--- src/rtl/seq_generator.sv ---
// Serial pattern transmitter: sends PATTERN MSB-first, repeated count times, with start/busy/done and stall.
// Optional filler bits between repetitions are compiled in when SEQGEN_GAP_EN is defined.
module seq_generator #(
  parameter int unsigned        PAT_W   = 4,
  parameter logic [PAT_W-1:0]   PATTERN = 4'b1101,
  parameter int unsigned        CNT_W   = 8
`ifdef SEQGEN_GAP_EN
  ,
  parameter int unsigned        GAP_LEN = 2,
  parameter logic               GAP_BIT = 1'b0
`endif
) (
  input  logic             clk,
  input  logic             rst,
  input  logic             start,
  input  logic [CNT_W-1:0] count,
  input  logic             stall,
  output logic             x,
  output logic             valid,
  output logic             busy,
  output logic             done,
  output logic [CNT_W-1:0] sent_cnt
);

  localparam int unsigned IDX_W = (PAT_W > 1) ? $clog2(PAT_W) : 1;
`ifdef SEQGEN_GAP_EN
  localparam int unsigned GAP_W = (GAP_LEN > 1) ? $clog2(GAP_LEN) : 1;
`endif

  typedef enum logic [1:0] {
    S_IDLE = 2'd0,
    S_SEND = 2'd1,
    S_DONE = 2'd2
`ifdef SEQGEN_GAP_EN
    ,
    S_GAP  = 2'd3
`endif
  } state_t;

  state_t           r_state, w_state_nx;
  logic [IDX_W-1:0] r_idx, w_idx_nx;
  logic [CNT_W-1:0] r_rem, w_rem_nx;
  logic [CNT_W-1:0] r_sent, w_sent_nx;
  logic             r_x, w_x_nx;
  logic             r_valid, w_valid_nx;
  logic             r_busy, w_busy_nx;
  logic             r_done, w_done_nx;
`ifdef SEQGEN_GAP_EN
  logic [GAP_W-1:0] r_gap, w_gap_nx;
`endif

  // State and registered outputs
  always_ff @(posedge clk or negedge rst) begin
    if (!rst) begin
      r_state <= S_IDLE;
      r_idx   <= '0;
      r_rem   <= '0;
      r_sent  <= '0;
      r_x     <= 1'b0;
      r_valid <= 1'b0;
      r_busy  <= 1'b0;
      r_done  <= 1'b0;
`ifdef SEQGEN_GAP_EN
      r_gap   <= '0;
`endif
    end else begin
      r_state <= w_state_nx;
      r_idx   <= w_idx_nx;
      r_rem   <= w_rem_nx;
      r_sent  <= w_sent_nx;
      r_x     <= w_x_nx;
      r_valid <= w_valid_nx;
      r_busy  <= w_busy_nx;
      r_done  <= w_done_nx;
`ifdef SEQGEN_GAP_EN
      r_gap   <= w_gap_nx;
`endif
    end
  end

  // Next state; outputs are decoded from the next state so they register alongside it
  always_comb begin
    w_state_nx = r_state;
    w_idx_nx   = r_idx;
    w_rem_nx   = r_rem;
    w_sent_nx  = r_sent;
`ifdef SEQGEN_GAP_EN
    w_gap_nx   = r_gap;
`endif
    w_x_nx     = 1'b0;
    w_valid_nx = 1'b0;
    w_busy_nx  = 1'b0;
    w_done_nx  = 1'b0;

    case (r_state)
      S_IDLE: begin
        if (start) begin
          w_sent_nx = '0;
          if (count != '0) begin
            w_rem_nx   = count;
            w_idx_nx   = IDX_W'(PAT_W - 1);
            w_state_nx = S_SEND;
          end else begin
            w_state_nx = S_DONE;
          end
        end
      end
      S_SEND: begin
        if (!stall) begin
          if (r_idx == '0) begin
            w_sent_nx = r_sent + CNT_W'(1);
            w_rem_nx  = r_rem - CNT_W'(1);
            if (r_rem == CNT_W'(1)) begin
              w_state_nx = S_DONE;
            end else begin
`ifdef SEQGEN_GAP_EN
              w_state_nx = S_GAP;
              w_gap_nx   = GAP_W'(GAP_LEN - 1);
`else
              w_idx_nx   = IDX_W'(PAT_W - 1);
`endif
            end
          end else begin
            w_idx_nx = r_idx - IDX_W'(1);
          end
        end
      end
`ifdef SEQGEN_GAP_EN
      S_GAP: begin
        if (!stall) begin
          if (r_gap == '0) begin
            w_state_nx = S_SEND;
            w_idx_nx   = IDX_W'(PAT_W - 1);
          end else begin
            w_gap_nx = r_gap - GAP_W'(1);
          end
        end
      end
`endif
      S_DONE:  w_state_nx = S_IDLE;
      default: w_state_nx = S_IDLE;
    endcase

    case (w_state_nx)
      S_SEND: begin
        w_x_nx     = PATTERN[w_idx_nx];
        w_valid_nx = 1'b1;
        w_busy_nx  = 1'b1;
      end
`ifdef SEQGEN_GAP_EN
      S_GAP: begin
        w_x_nx    = GAP_BIT;
        w_busy_nx = 1'b1;
      end
`endif
      S_DONE:  w_done_nx = 1'b1;
      default: ;
    endcase
  end

  assign x        = r_x;
  assign valid    = r_valid;
  assign busy     = r_busy;
  assign done     = r_done;
  assign sent_cnt = r_sent;

endmodule

--- config.mk ---
export PLATFORM = sky130hd
export DESIGN_NAME = seq_generator
export DESIGN_NICKNAME = d
export VERILOG_FILES = /design/src/rtl/seq_generator.sv
export SDC_FILE = /design/constraint.sdc
export NUM_CORES = 1
export LEC_CHECK = 0
export ABC_AREA = 1
export CAP_MARGIN = 20
export CORE_MARGIN = 4
export CORE_UTILIZATION = 48
export CTS_CLUSTER_SIZE = 16
export DETAILED_ROUTE_END_ITERATION = 16
export PLACE_DENSITY = 0.74
export SYNTH_ARGS = -nofsm -noshare
export SYNTH_HDL_FRONTEND = slang
export SYNTH_SLANG_ARGS = --single-unit
--- constraint.sdc ---
create_clock -name clk -period 2.8 [get_ports clk]
set_input_delay 0.56 -clock clk [delete_from_list [all_inputs] [get_ports clk]]
set_output_delay 0.56 -clock clk [all_outputs]
set_load 0.05 [all_outputs]
# == After elaboration in Yosys (flattened, before gate mapping) ==
# Cells that the tools add are included.
# totals
register_bits,23
output_inout_bits,12
wordCells,51
# classes
n_addsub,3
order_cmp,1
eq_ne,8
n_mux,26
n_reduce_logical,6
# op_table
op,count
$mux 8,7
$pmux 8 s2,2
$mux 2,10
$add 8x1->8 const B,1
$eq 8x1->1 const B,1
$ne 2x2->1 const B,4
$pmux 2 s2,2
$reduce_bool 8->1,1
$sub 8x1->8 const B,1
$reduce_and 5->1,1
$eq 2x1->1 const B,2
$logic_not 2->1,2
$mux 1,4
$reduce_and 4->1,1
$lt 2x3->1 const B,1
$bmux 1 s2,1
$eq 2x2->1 const B,1
$reduce_bool 2->1,1
$sub 2x1->2 const B,1

# == Depth between registers and ports, before layout ==
# Gate-level depths: netlist (run 1).
# depth
ltp_word,8
ltp_mapped,11

# == Least setup slack after synthesis (run 1) ==
# OpenSTA, ideal clock, no wires.
# synth_timing
path_type,register -> register
start,register r_sent[0] (netlist: sent_cnt[0])
end,register r_sent[6] (netlist: sent_cnt[6])
setup_ns,0.083
arrival_ns,1.384
t_required_ns,2.717
path_slack_ns,1.333
path_stages_with_launch,7
period_less_slack_ns,1.467
cell_sequence,dfrtp_1 ha_1 nand4_1 xor2_1 nor2_1 nand2_1 o21ai_0
# synth_between
elab_chain_cells,4
# synth_lines
element,line,rtl
"start, declared",43,"logic [CNT_W-1:0] r_sent, w_sent_nx;"
"start signal, assigned",70,r_sent <= w_sent_nx;
$add 8x1->8,111,w_sent_nx = r_sent + CNT_W'(1);
$mux 8,110,if (r_idx == '0) begin
$mux 8,109,if (!stall) begin
$pmux 8 s2,95,case (r_state)
# Every way passes these cells. The select of a mux whose other input is x is not followed.
# A chain may end at the register's enable or synchronous reset.

# == Worst setup path after layout (run 1) ==
# layout_timing
start,register r_sent[4] (netlist: sent_cnt[4])
end,output sent_cnt[4]
# layout_rtl
element,line,rtl
"end, declared",22,output logic [CNT_W-1:0] sent_cnt
# No word-level cell between the ends.

==> results of run 1 <==
==> final cells by class <==
class / instances / area [µm²] / share of cell area [%]
inverters: 31 / 120 / 7.37
well taps: 30 / 37.5 / 2.30
multi-input cells: 128 / 632 / 38.8
repair buffers: 24 / 238 / 14.6
clock inverters: 1 / 5.00 / 0.307
flip-flops and latches: 23 / 576 / 35.3
clock buffers: 3 / 22.5 / 1.38
==> power breakdown <==
| part | internal [µW] | leakage [µW] | total (µW) | switching [µW] |
|---|---|---|---|---|
| Clock | 53.5 | 0.0000177 | 158 | 104 |
| Combinational | 288 | 0.000454 | 889 | 601 |
| Sequential | 450 | 0.000288 | 537 | 86.8 |
==> tightest hold or removal path, stage by stage (launching register included) <==
cell,delay [ns]
dfrtp_1,0.37
o21ai_1,0.06
nand2_1,0.05
==> sequential cells by signal, indices dropped and copies added (netlist names) <==
signal / cells
busy: 1
done: 1
r_idx: 2
r_rem: 8
r_state: 2
sent_cnt: 8
x: 1
==> per-stage QoR <==
| step | hold WS [ns] | util (%) | total power, µW |
|---|---|---|---|
| after floorplan | 0.264 | - | 1190 |
| after global placement | 0.480 | 62.4 | 1410 |
| after detailed placement | 0.491 | 62.4 | 1430 |
| after CTS | 0.519 | 63.5 | 1590 |
| after global routing | 0.552 | 63.5 | 1720 |
| final | 0.510 | 63.5 | 1580 |
==> per-layer routing <==
layer / routed length (µm) / GRT usage [%] / up-vias
met5: 0 / 0 / -
met4: 47 / 7.12 / 0
met3: 136 / 2.34 / 5
met2: 1400 / 30.5 / 24
met1: 1410 / 23.2 / 577
li1: - / - / 634
==> worst paths after layout <==
path | start | endpoint | slack [ns]
setup reg to reg | r_state[1]$_DFF_PN0_ | r_rem[5]$_DFFE_PN0P_ | 1.11
hold reg to reg | r_rem[4]$_DFFE_PN0P_ | r_rem[4]$_DFFE_PN0P_ | 0.51
max in group asynchronous | rst | r_idx[0]$_DFF_PN0_ | 1.99
hold / removal | r_rem[4]$_DFFE_PN0P_ | r_rem[4]$_DFFE_PN0P_ | 0.51
min in group asynchronous | rst | r_rem[7]$_DFFE_PN0P_ | 0.57
setup / recovery | sent_cnt[4]$_DFFE_PN0P_ | sent_cnt[4] | 0.62
==> logic make-up after synthesis <==
| group | count (synthesis) | synth area share, % |
|---|---|---|
| AOI/OAI and AO/OA | 31 | 12.2 |
| xor gates and xnor gates | 3 | 1.95 |
| and+or+nand+nor | 91 | 30.0 |
| adders and majority gates | 3 | 2.79 |
| DFF | 23 | 42.8 |
| buffers and inverters | 34 | 10.2 |
==> cell usage in the layout (no fill, tap or decap) <==
| cell | synthesis | layout |
|---|---|---|
| nor2_1 | 20 | 20 |
| and3b_1 | 1 | 1 |
| nand2_4 | 2 | 2 |
| o211ai_1 | 1 | 1 |
| clkinv_2 | 1 | 2 |
| o21ai_1 | 11 | 11 |
| nor2_2 | 1 | 1 |
| nand4_1 | 3 | 3 |
| a21oi_1 | 6 | 6 |
| o22ai_1 | 1 | 1 |
| nand2_1 | 46 | 46 |
| nor3_1 | 4 | 4 |
| buf_4 | 1 | 1 |
| inv_2 | 2 | 2 |
| o21ai_0 | 10 | 10 |
| nand3_1 | 10 | 10 |
| or2_2 | 1 | 1 |
| inv_1 | 27 | 27 |
| nand2_2 | 2 | 2 |
| clkdlybuf4s50_1 | 0 | 23 |
| xor2_1 | 3 | 3 |
| inv_4 | 1 | 1 |
| ha_1 | 3 | 3 |
| clkbuf_4 | 0 | 3 |
| dfrtp_1 | 23 | 23 |
| nor2_4 | 1 | 1 |
| o31ai_1 | 2 | 2 |
==> results.cfg, run 1 <==
[outcome]
outcome = finished clean

[yosys]
avgSynthCellArea_um2 = 7.27
yosys_warnings = 0
synth_area_leaders = dfrtp_1 43%, nand2_1 13%, inv_1 7.5%
synth_ff_type = dfrtp_1
yosysSeqAreaShare_pct = 42.8
yosysTopAreaCellShare_pct = 42.8
ys_types = 26
synth_cells = 185
synthArstFlopShare_pct = 100
netlist_top_cells_count = 46 x nand2_1, 27 x inv_1, 23 x dfrtp_1
synth_nets = 200
synth_edf_count = 0
yosysMostFrequentCell = nand2_1
synth_top_area_cell = dfrtp_1
synth_seq_cells = 23
syn_area_mm2 = 0.00135

[worst_setup_path]
critPathMaxStageDelay_ns = 0.84
crit_fanout = 5
path_delay_family = buffers and inverters
critical_path_depth = 1
crit_path_end_kind = output port
critPathLaunchType = register
critPathArrivalTime_ns = 1.62
critPathKind = register to output port
path_cells = clkdlybuf4s50_1
crit_buf_inv = 1
r2r_cells = 10
crit_slowest_cell = clkdlybuf4s50_1
critical_path_required_ns = 2.24

[flow_run]
drv_cap = 0

[cts]
clockBufferDepth = 2
clk_latency_ns = 0.32
cts_tree = built
postCtsSetupRepairBufs = 0
root_buffer = clkbuf_4
cts_made_buffers = 3
ctsHoldBuffers = 0
clkTransAtPathRegs_ns = 0.13
clock_sinks = 23
cts_resized = 0
h-tree-depth = 1

[power_and_ir_drop]
ir_drop_mv = 0.710
leakage_uw = 0.000760
power_density_mw_per_mm2 = 972

[layout]
fin_area_mm2 = 0.00163
drive_gt1_share_pct = 7.62
layout.cells.non_filler = 240
num_antenna_cells = 0
syn_to_final_growth_pct = 21.2
fillers = 241
finalNetCount = 226

[floorplanning]
initial_core_util_pct = 52.4
die-area_mm2 = 0.00371
core_mm2 = 0.00257
row_count = 18
dieWidth_um = 60.9
die_h_um = 60.9
ios = 24

[sta]
timing.final.crit_period_ns = 2.18
maxSlewHeadroom_pct = 65.1
worstMarginPinSlew_ns = 0.522
clock-skew-final_ns = 0.0100
timing.final.ws_setup_ns = 0.622
fin_crit_sh_pct = 77.8
rsz0062_at_grt = false
setup_tns_ns = 0
drv_slew = 0
fmax_ghz = 0.459
finalSetupViolCount = 0
hold_viol_final = 0

[hold_path]
hp-class = register to register
whs_path_depth = 2

[placed_design]
hpwl_mm = 2.32
place_ws_ns = 0.761
place_area_mm2 = 0.00160
place_congestion = 0.837
port_buffers = 23
dp.cells = 236

[routing]
drtPass1Iterations = 4
vias = 1240
avgViaCountPerCell = 5.17
drtAntennaViolNets = 0
route.detailed.drc = 0
routed_wl_mm = 2.99
drtIter0Drc = 49
wl_per_cell_um = 12.5

[grt]
gr-total-overflow = 0
grt_max_degree = 24
antenna_found_initial = 0
grt_pass1_vias = 1181
grt_use_total_pct = 18.0
grt_pass1_wl_mm = 5.01
No activity file was read; power rests on OpenSTA's default activity.
==> inputs of run 2 (changes only) <==
==> constraint.sdc (replaced) <==
create_clock -name clk -period 2.13 [get_ports clk]
set_input_delay 0.426 -clock clk [delete_from_list [all_inputs] [get_ports clk]]
set_output_delay 0.426 -clock clk [all_outputs]
set_load 0.05 [all_outputs]
==> results of run 2 <==
Same layout as run 1 (identical final DEF). Status: finished clean.
Main changes from that run: setup slack after placement 0.761 ns -> 0.225 ns; setup slack after layout 0.622 ns -> 0.0857 ns; hold slack 0.510 ns -> 0.436 ns; register-to-register setup slack 1.11 ns -> 0.44 ns; total power 1580 µW -> 2080 µW; worst IR drop on VDD 0.710 mV -> 0.934 mV
==> inputs of run 3 (changes only) <==
--- a/config.mk
+++ b/config.mk
@@ -6,10 +6,11 @@
 export NUM_CORES = 1
 export LEC_CHECK = 0
 export ABC_AREA = 1
+export ABC_CLOCK_PERIOD_IN_PS = 2130
 export CAP_MARGIN = 20
 export CORE_MARGIN = 4
 export CORE_UTILIZATION = 48
-export CTS_CLUSTER_SIZE = 16
+export CTS_CLUSTER_SIZE = 30
 export DETAILED_ROUTE_END_ITERATION = 16
 export PLACE_DENSITY = 0.74
 export SYNTH_ARGS = -nofsm -noshare
==> results of run 3 <==
Same layout as run 1 (identical final DEF). Status: finished clean.
Main changes from that run: setup slack after placement 0.761 ns -> 0.225 ns; setup slack after layout 0.622 ns -> 0.0857 ns; hold slack 0.510 ns -> 0.436 ns; register-to-register setup slack 1.11 ns -> 0.44 ns; total power 1580 µW -> 2080 µW; worst IR drop on VDD 0.710 mV -> 0.934 mV
